## config.mk

```make
export PLATFORM = sky130hd
export DESIGN_NAME = interboard_frame_receiver
export DESIGN_NICKNAME = d
export VERILOG_FILES = /design/src/rtl/interboard_pkg.sv /design/src/rtl/interboard_frame_receiver_sync.sv /design/src/rtl/interboard_frame_receiver.sv
export SDC_FILE = /design/constraint.sdc
export NUM_CORES = 1
export LEC_CHECK = 0
export BUFFER_PORTS_ARGS = -buffer_cell sky130_fd_sc_hd__buf_2
export CELL_PAD_IN_SITES_DETAIL_PLACEMENT = 2
export CELL_PAD_IN_SITES_GLOBAL_PLACEMENT = 2
export CORE_UTILIZATION = 43
export CTS_CLUSTER_DIAMETER = 200
export DETAILED_ROUTE_END_ITERATION = 6
export PLACE_DENSITY = 0.9
export RECOVER_POWER = 50
export SLEW_MARGIN = 5
export SYNTH_ARGS = -nofsm -noshare
export SYNTH_HDL_FRONTEND = slang
export SYNTH_SLANG_ARGS = --single-unit
```

## constraint.sdc

```tcl
create_clock -name clk -period 3.8 [get_ports clk]
set_clock_uncertainty 0.15 [all_clocks]
set_input_delay 0 -clock clk [delete_from_list [all_inputs] [get_ports clk]]
set_output_delay 0 -clock clk [all_outputs]
set_load 0.01 [all_outputs]
```

## src/rtl/interboard_pkg.sv

```systemverilog
// interboard_pkg
// Definitions shared by both ends of the inter-board Request/Ack link.
// It holds the frame geometry, the field layout of the 24-bit game message,
// the receiver state encoding, and the pack/unpack helpers. The frame sender
// on the other board uses the same package so that both ends pack the
// message identically.
package interboard_pkg;

  localparam int FRAME_W  = 24;
  localparam int CHUNK_W  = 6;
  localparam int N_CHUNKS = 4;

  // Field widths
  localparam int MSG_TYPE_W = 4;
  localparam int CARD_W     = 6;
  localparam int SEL_LEN_W  = 3;
  localparam int BLOCK_X_W  = 5;
  localparam int BLOCK_Y_W  = 3;
  localparam int MOVE_DIR_W = 1;

  // Bit offsets (LSB) of each field within the 24-bit frame
  localparam int MOVE_DIR_LSB = 0;
  localparam int BLOCK_Y_LSB  = 1;
  localparam int BLOCK_X_LSB  = 4;
  localparam int SEL_LEN_LSB  = 9;
  localparam int CARD_LSB     = 12;
  localparam int MSG_TYPE_LSB = 18;
  localparam int TAG_LSB      = 22;
  localparam int MSG_W        = 22;

  typedef enum logic {
    S_WAIT_REQ = 1'b0,
    S_WAIT_REL = 1'b1
  } rx_state_e;

  // Field order matches frame[21:0], MSB first.
  typedef struct packed {
    logic [MSG_TYPE_W-1:0] msg_type;
    logic [CARD_W-1:0]     card;
    logic [SEL_LEN_W-1:0]  sel_len;
    logic [BLOCK_X_W-1:0]  block_x;
    logic [BLOCK_Y_W-1:0]  block_y;
    logic [MOVE_DIR_W-1:0] move_dir;
  } game_msg_t;

  // Two leading zero bits keep chunk0 away from the all-ones abort pattern.
  function automatic logic [FRAME_W-1:0] pack_frame(input game_msg_t m);
    return {2'b00, m};
  endfunction

  function automatic game_msg_t frame_to_msg(input logic [FRAME_W-1:0] f);
    return game_msg_t'(f[MSG_W-1:0]);
  endfunction

  function automatic logic frame_tag_ok(input logic [FRAME_W-1:0] f);
    return (f[FRAME_W-1:TAG_LSB] == 2'b00);
  endfunction

endpackage

```

## src/rtl/interboard_frame_receiver_sync.sv

```systemverilog
// sync_2ff
// Brings one asynchronous input bit into the clk domain through two flops.
// Ports: clk, rst_n (async active-low), d (async input), q (synchronized).
module sync_2ff (
  input  logic clk,
  input  logic rst_n,
  input  logic d,
  output logic q
);

  logic meta_r;
  logic sync_r;

  // Two-stage synchronizer chain
  always_ff @(posedge clk or negedge rst_n) begin
    if (!rst_n) begin
      meta_r <= 1'b0;
      sync_r <= 1'b0;
    end else begin
      meta_r <= d;
      sync_r <= meta_r;
    end
  end

  assign q = sync_r;

endmodule

```

## src/rtl/interboard_frame_receiver.sv

```systemverilog
// interboard_frame_receiver
// This is the receiving end of the 4-phase Request/Ack inter-board link. It
// captures four 6-bit chunks, acknowledges each one, and reassembles the
// 24-bit game message. When a complete, valid frame has been received, it
// publishes the decoded fields together with a one-cycle interboard_en pulse.
// Ports:
//   clk, rst_n             clock, async active-low reset
//   interboard_rst         synchronous abort (remote all-ones pattern)
//   Request_in             async sender strobe
//   inter_data_in[5:0]     chunk data, stable while Request_in is high
//   Ack_out                registered acknowledge
//   interboard_en          one-cycle pulse with a valid frame
//   interboard_*           decoded fields, held until the next valid frame
//   frame_err              one-cycle pulse when a frame is discarded
//   busy                   mid-frame indicator
module interboard_frame_receiver #(
  parameter int TIMEOUT = 1_000_000
) (
  input  logic       clk,
  input  logic       rst_n,
  input  logic       interboard_rst,
  input  logic       Request_in,
  input  logic [5:0] inter_data_in,
  output logic       Ack_out,
  output logic       interboard_en,
  output logic [3:0] interboard_msg_type,
  output logic [5:0] interboard_card,
  output logic [2:0] interboard_sel_len,
  output logic [4:0] interboard_block_x,
  output logic [2:0] interboard_block_y,
  output logic       interboard_move_dir,
  output logic       frame_err,
  output logic       busy
);

  import interboard_pkg::*;

  localparam int              CNT_W      = (TIMEOUT > 1) ? $clog2(TIMEOUT) : 1;
  localparam logic [CNT_W-1:0] TO_LAST   = CNT_W'(TIMEOUT - 1);
  localparam int              CC_W       = $clog2(N_CHUNKS);
  localparam logic [CC_W-1:0] LAST_CHUNK = CC_W'(N_CHUNKS - 1);
  localparam logic [CC_W-1:0] CC_ZERO    = {CC_W{1'b0}};

  logic               req_s;
  rx_state_e          state_r;
  rx_state_e          state_nxt_s;
  logic [CC_W-1:0]    chunk_cnt_r;
  logic [CC_W-1:0]    chunk_cnt_nxt_s;
  logic [FRAME_W-1:0] asm_r;
  logic [CNT_W-1:0]   to_cnt_r;
  logic               seen_low_r;
  logic               ack_r;
  logic               en_r;
  logic               err_r;
  logic               busy_r;
  game_msg_t          msg_r;
  logic               capture_s;
  logic               release_s;
  logic               timeout_s;
  logic               to_active_s;
  logic               frame_done_s;
  logic               frame_ok_s;

  sync_2ff u_req_sync (
    .clk   (clk),
    .rst_n (rst_n),
    .d     (Request_in),
    .q     (req_s)
  );

  assign to_active_s  = (state_r == S_WAIT_REL) || (chunk_cnt_r != CC_ZERO);
  assign frame_done_s = release_s && (chunk_cnt_r == LAST_CHUNK);
  assign frame_ok_s   = frame_tag_ok(asm_r);

  // Handshake FSM state register
  always_ff @(posedge clk or negedge rst_n) begin
    if (!rst_n) begin
      state_r     <= S_WAIT_REQ;
      chunk_cnt_r <= CC_ZERO;
    end else begin
      state_r     <= state_nxt_s;
      chunk_cnt_r <= chunk_cnt_nxt_s;
    end
  end

  // Next-state logic: abort beats timeout, timeout beats handshake progress
  always_comb begin
    state_nxt_s     = state_r;
    chunk_cnt_nxt_s = chunk_cnt_r;
    capture_s       = 1'b0;
    release_s       = 1'b0;
    timeout_s       = 1'b0;
    if (interboard_rst) begin
      state_nxt_s     = S_WAIT_REQ;
      chunk_cnt_nxt_s = CC_ZERO;
    end else if (to_active_s && (to_cnt_r == TO_LAST)) begin
      timeout_s       = 1'b1;
      state_nxt_s     = S_WAIT_REQ;
      chunk_cnt_nxt_s = CC_ZERO;
    end else begin
      case (state_r)
        S_WAIT_REQ: begin
          // A request left high across an abort/timeout must drop first
          if (req_s && seen_low_r) begin
            capture_s   = 1'b1;
            state_nxt_s = S_WAIT_REL;
          end else begin
            state_nxt_s = S_WAIT_REQ;
          end
        end
        S_WAIT_REL: begin
          if (!req_s) begin
            release_s   = 1'b1;
            state_nxt_s = S_WAIT_REQ;
            if (chunk_cnt_r == LAST_CHUNK) begin
              chunk_cnt_nxt_s = CC_ZERO;
            end else begin
              chunk_cnt_nxt_s = chunk_cnt_r + CC_W'(1);
            end
          end else begin
            state_nxt_s = S_WAIT_REL;
          end
        end
        default: begin
          state_nxt_s     = S_WAIT_REQ;
          chunk_cnt_nxt_s = CC_ZERO;
        end
      endcase
    end
  end

  // Assembly shift register, fed MSB chunk first
  always_ff @(posedge clk or negedge rst_n) begin
    if (!rst_n) begin
      asm_r <= {FRAME_W{1'b0}};
    end else if (capture_s) begin
      asm_r <= {asm_r[FRAME_W-CHUNK_W-1:0], inter_data_in};
    end
  end

  // Mid-frame watchdog; restarts on every state change
  always_ff @(posedge clk or negedge rst_n) begin
    if (!rst_n) begin
      to_cnt_r <= {CNT_W{1'b0}};
    end else if (interboard_rst || !to_active_s || (state_nxt_s != state_r)) begin
      to_cnt_r <= {CNT_W{1'b0}};
    end else begin
      to_cnt_r <= to_cnt_r + CNT_W'(1);
    end
  end

  // Tracks whether the synchronized request has been low since the last abort
  always_ff @(posedge clk or negedge rst_n) begin
    if (!rst_n) begin
      seen_low_r <= 1'b0;
    end else if (interboard_rst || timeout_s) begin
      seen_low_r <= 1'b0;
    end else if (!req_s) begin
      seen_low_r <= 1'b1;
    end
  end

  // Acknowledge, pulses, busy flag and held message fields
  always_ff @(posedge clk or negedge rst_n) begin
    if (!rst_n) begin
      ack_r  <= 1'b0;
      en_r   <= 1'b0;
      err_r  <= 1'b0;
      busy_r <= 1'b0;
      msg_r  <= game_msg_t'({MSG_W{1'b0}});
    end else begin
      en_r   <= frame_done_s && frame_ok_s;
      err_r  <= timeout_s || (frame_done_s && !frame_ok_s);
      busy_r <= (state_nxt_s == S_WAIT_REL) || (chunk_cnt_nxt_s != CC_ZERO);
      if (interboard_rst || timeout_s) begin
        ack_r <= 1'b0;
      end else if (capture_s) begin
        ack_r <= 1'b1;
      end else if (release_s) begin
        ack_r <= 1'b0;
      end
      if (frame_done_s && frame_ok_s) begin
        msg_r <= frame_to_msg(asm_r);
      end
    end
  end

  assign Ack_out             = ack_r;
  assign interboard_en       = en_r;
  assign frame_err           = err_r;
  assign busy                = busy_r;
  assign interboard_msg_type = msg_r.msg_type;
  assign interboard_card     = msg_r.card;
  assign interboard_sel_len  = msg_r.sel_len;
  assign interboard_block_x  = msg_r.block_x;
  assign interboard_block_y  = msg_r.block_y;
  assign interboard_move_dir = msg_r.move_dir;

endmodule

```

==> impl_metrics.csv <==
group,metric,value,unit
routing,drc,0,
routing,wl,8.96,mm
grt,grt_max_degree,77,
cells_and_area,fin_area,3790,um^2
placement,dp_hpwl,5.78,mm
grt,overflow,0,
setup_path,slowest_delay,0.77,ns
sta,fin_ws,0.841,ns
routing,wire_per_inst,22.5,um
power_and_ir_drop,power_density,492,nW/um^2
floorplan,dieWidth,89.4,um
power_and_ir_drop,p_leak,1.65,nW
sta,finalCriticalPeriod,2.96,ns
clocking,cts_root_buffer,"clkbuf_8",
routing,ant_nets,0,
placement,numPortBuffers,35,
sta,fin_setup_tns,0,ns
cells_and_area,area_delta_synth_final,15.3,%
synth,synth_nets,260,
cells_and_area,drive_above_1_share,25.8,%
worst_hold_path,hp-class,"in -> reg",
clocking,clock_path_buffers,2,
grt,antenna_found_initial,0,
clocking,cts_max_level,3,
floorplan,io_pins,36,
setup_path,worstPathArrival,3.07,ns
synth,netlist_area,3290,um^2
power_and_ir_drop,power_switching,0.547,mW
synth,synthDistinctLibCells,36,
sta,finalSetupViolations,0,
flow_run,cap_violations,1,
setup_path,startpoint_type,"flip-flop",
sta,final_max_slew_viol_count,77,
clocking,cts_tree,"yes",
sta,worst_pin_slew,1.90,ns
sta,rsz0062_at_grt,"no",
synth,synth_top_area_share,57.8,%
power_and_ir_drop,p_int,1.32,mW
floorplan,core_area,7330,um^2
sta,max_freq,338,MHz
grt,grt_pass1_wl,13.8,mm
setup_path,worstPathRequired,3.91,ns
synth,yosys_warnings,0,
cells_and_area,antenna_cells,0,
setup_path,path_cells,"or4b_4, a2111oi_4, nand3_1, a22oi_1",
setup_path,path_class,"reg -> reg",
power_and_ir_drop,ir_worst_vdd,184,uV
clocking,cts_resized,0,
sta,timing.slew.headroom,-26.5,%
power_and_ir_drop,seq_power_share,55.2,%
synth,synth_area_leader_cell,"dfrtp_1",
run_status,violations,"max-capacitance violations, max-slew violations",
cells_and_area,ff_latch_area,1900,um^2
grt,grt_pass1_vias,2513,
clocking,path_clk_slew,0.09,ns
floorplan,initial_core_util,44.9,%
floorplan,die_area,8000,um^2
sta,period_share,77.9,%
placement,placed_cell_area,3560,um^2
run_status,outcome,"finished with violations",
grt,grtUsageTotal,24.6,%
setup_path,cp_max_fo,20,
floorplan,rows,31,
synth,synth_area_leaders,"dfrtp_1 (58%), mux2_4 (9.1%), mux2_2 (8.9%), a21oi_1 (2.6%), nand3_1 (1.7%)",
placement,dp_slack,0.900,ns
clocking,cts_sinks,76,
routing,vias_per_cell,5.52,
synth,syn_avg_cell_area,13.3,um^2
power_and_ir_drop,pwr-share-comb,12.7,%
routing,drtPass1Iterations,4,
synth,synth-seq-cells,76,
setup_path,endpoint_kind,"flip-flop",
cells_and_area,nets,307,
placement,gp_congestion,0.763,
floorplan,die_h,89.4,um
clocking,cts_buffers,9,
cells_and_area,fillers,712,
setup_path,critical_path.slowest_cell,"nand3_1",
sta,hold_viol_final,0,
synth,synth_cells,247,
power_and_ir_drop,pwr-share-clk,32.1,%
cells_and_area,multi_input_area,1310,um^2
power_and_ir_drop,switching_share,29.3,%
clocking,insertion_delay,0.38,ns
clocking,cts_setup_buffers,0,
synth,seq_area_frac_synth,57.8,%
routing,vias,2196,
routing,drt-initial-drc-count,105,
state kept, by name (all words and copies together) (netlist names):
signal / flops
interboard_sel_len: 3
u_req_sync.q: 1
interboard_msg_type: 4
Ack_out: 1
asm_r: 24
u_req_sync.meta_r: 1
interboard_en: 1
interboard_block_y: 3
interboard_move_dir: 1
interboard_block_x: 5
chunk_cnt_r: 2
seen_low_r: 1
interboard_card: 6
state_r: 1
busy: 1
frame_err: 1
to_cnt_r: 20
power by group through the flow:
stage | clock (mW) | sequential [mW] | combinational, mW
detailed placement | 0 | 1.04 | 0.221
global route | 0.640 | 1.04 | 0.252
global placement | 0 | 1.01 | 0.200
finish | 0.599 | 1.03 | 0.236
CTS | 0.598 | 1.02 | 0.231
floorplan | 0 | 0.991 | 0.170
synthesized netlist by cell type:
library cell / instances
or3_1: 4
a2111oi_0: 1
or4b_4: 1
nand2b_1: 1
a21boi_0: 1
xor2_1: 5
and4_1: 2
buf_2: 3
inv_1: 8
nor3_1: 7
nand4_1: 4
a211oi_2: 1
nand2_1: 5
nor2_1: 7
or4_1: 4
a21oi_1: 17
a2111oi_4: 1
mux2_4: 20
a21oi_2: 1
buf_6: 2
ha_1: 3
nand3b_1: 1
a21o_1: 2
o21ai_0: 5
and3_1: 2
nor2b_1: 1
clkbuf_1: 5
xnor2_1: 6
a211oi_1: 1
mux2_2: 26
a22oi_1: 7
o211ai_1: 2
nand3_1: 11
and2_1: 1
o31ai_1: 3
dfrtp_1: 76
metal layers:
layer | share of wire [%] | track usage (%) | wire, um | vias to the layer above
met5 | 0 | 0 | 0 | -
met4 | 2.8 | 11.0 | 255 | 0
met3 | 2.6 | 6.65 | 230 | 15
met2 | 55 | 44.8 | 4900 | 40
met1 | 40 | 26.8 | 3570 | 1156
li1 | - | - | - | 985
through the flow:
step	std cells	total power [mW]	hold WS, ns	util, %
6_report	398	1.86	0.176	51.7
5_1_grt	398	1.93	0.152	51.7
4_1_cts	398	1.85	0.114	52.2
3_5_place_dp	373	1.26	-0.0403	48.5
3_3_place_gp	373	1.21	-0.0377	48.5
2_1_floorplan	247	1.16	-0.446	-
what timing repair did:
action	4_1_cts	5_1_grt
setup endpoints to repair	0	0
endpoints found under the hold margin	84	0
hold buffers	9	0
placed cells by master (no fill, tap or decap), types with 2 or more instances in the layout:
master,count
or4_1,4
nor2_1,7
mux2_2,26
ha_1,3
a21o_1,2
or3_1,4
nand3_1,11
and3_1,2
buf_4,2
o21ai_0,5
mux2_4,20
inv_1,8
nor3_1,7
o211ai_1,2
nand2_1,5
a22oi_1,7
buf_2,8
inv_6,4
a21oi_1,17
o31ai_1,3
xor2_1,5
and4_1,2
xnor2_1,6
clkbuf_8,9
dlygate4sd3_1,9
nand4_1,4
dfrtp_1,76
clkbuf_1,26
cell type report:
class,count,area share [%]
sequential,76,50.2
multi-input combinational,153,34.5
timing repair buffer,46,6.53
clock buffer,9,3.27
tap,99,3.27
clock inverter,7,1.49
inverter,8,0.792
worst max-delay path: cells and delay by family (launching register included):
family	cells	cell delay, ns
compound gates	2	0.92
flops	1	0.45
simple gates	2	1.34
path summary, 6_finish.rpt:
path / from / cells past startpoint / slack (ns) / endpoint
setup / recovery: to_cnt_r[8] / 4 / 0.84 / to_cnt_r[13]
setup reg to reg: to_cnt_r[8] / 4 / 0.84 / to_cnt_r[13]
max in group asynchronous: rst_n / 2 / 1.81 / asm_r[22]
hold / removal: Request_in / 2 / 0.18 / u_req_sync.meta_r
min in group asynchronous: rst_n / 2 / 0.55 / asm_r[21]
hold reg to reg: u_req_sync.meta_r / 0 / 0.21 / u_req_sync.q
logic make-up after synthesis:
group	count (synthesis)	share of synthesized area (%)
adders and majority gates	3	1.14
AOI/OAI and AO/OA	42	8.75
xor gates and xnor gates	11	2.93
and+or+nand+nor	51	8.68
muxes	46	18.0
DFF	76	57.8
buffers and inverters	18	2.63
(Power assumes the default switching activity.)
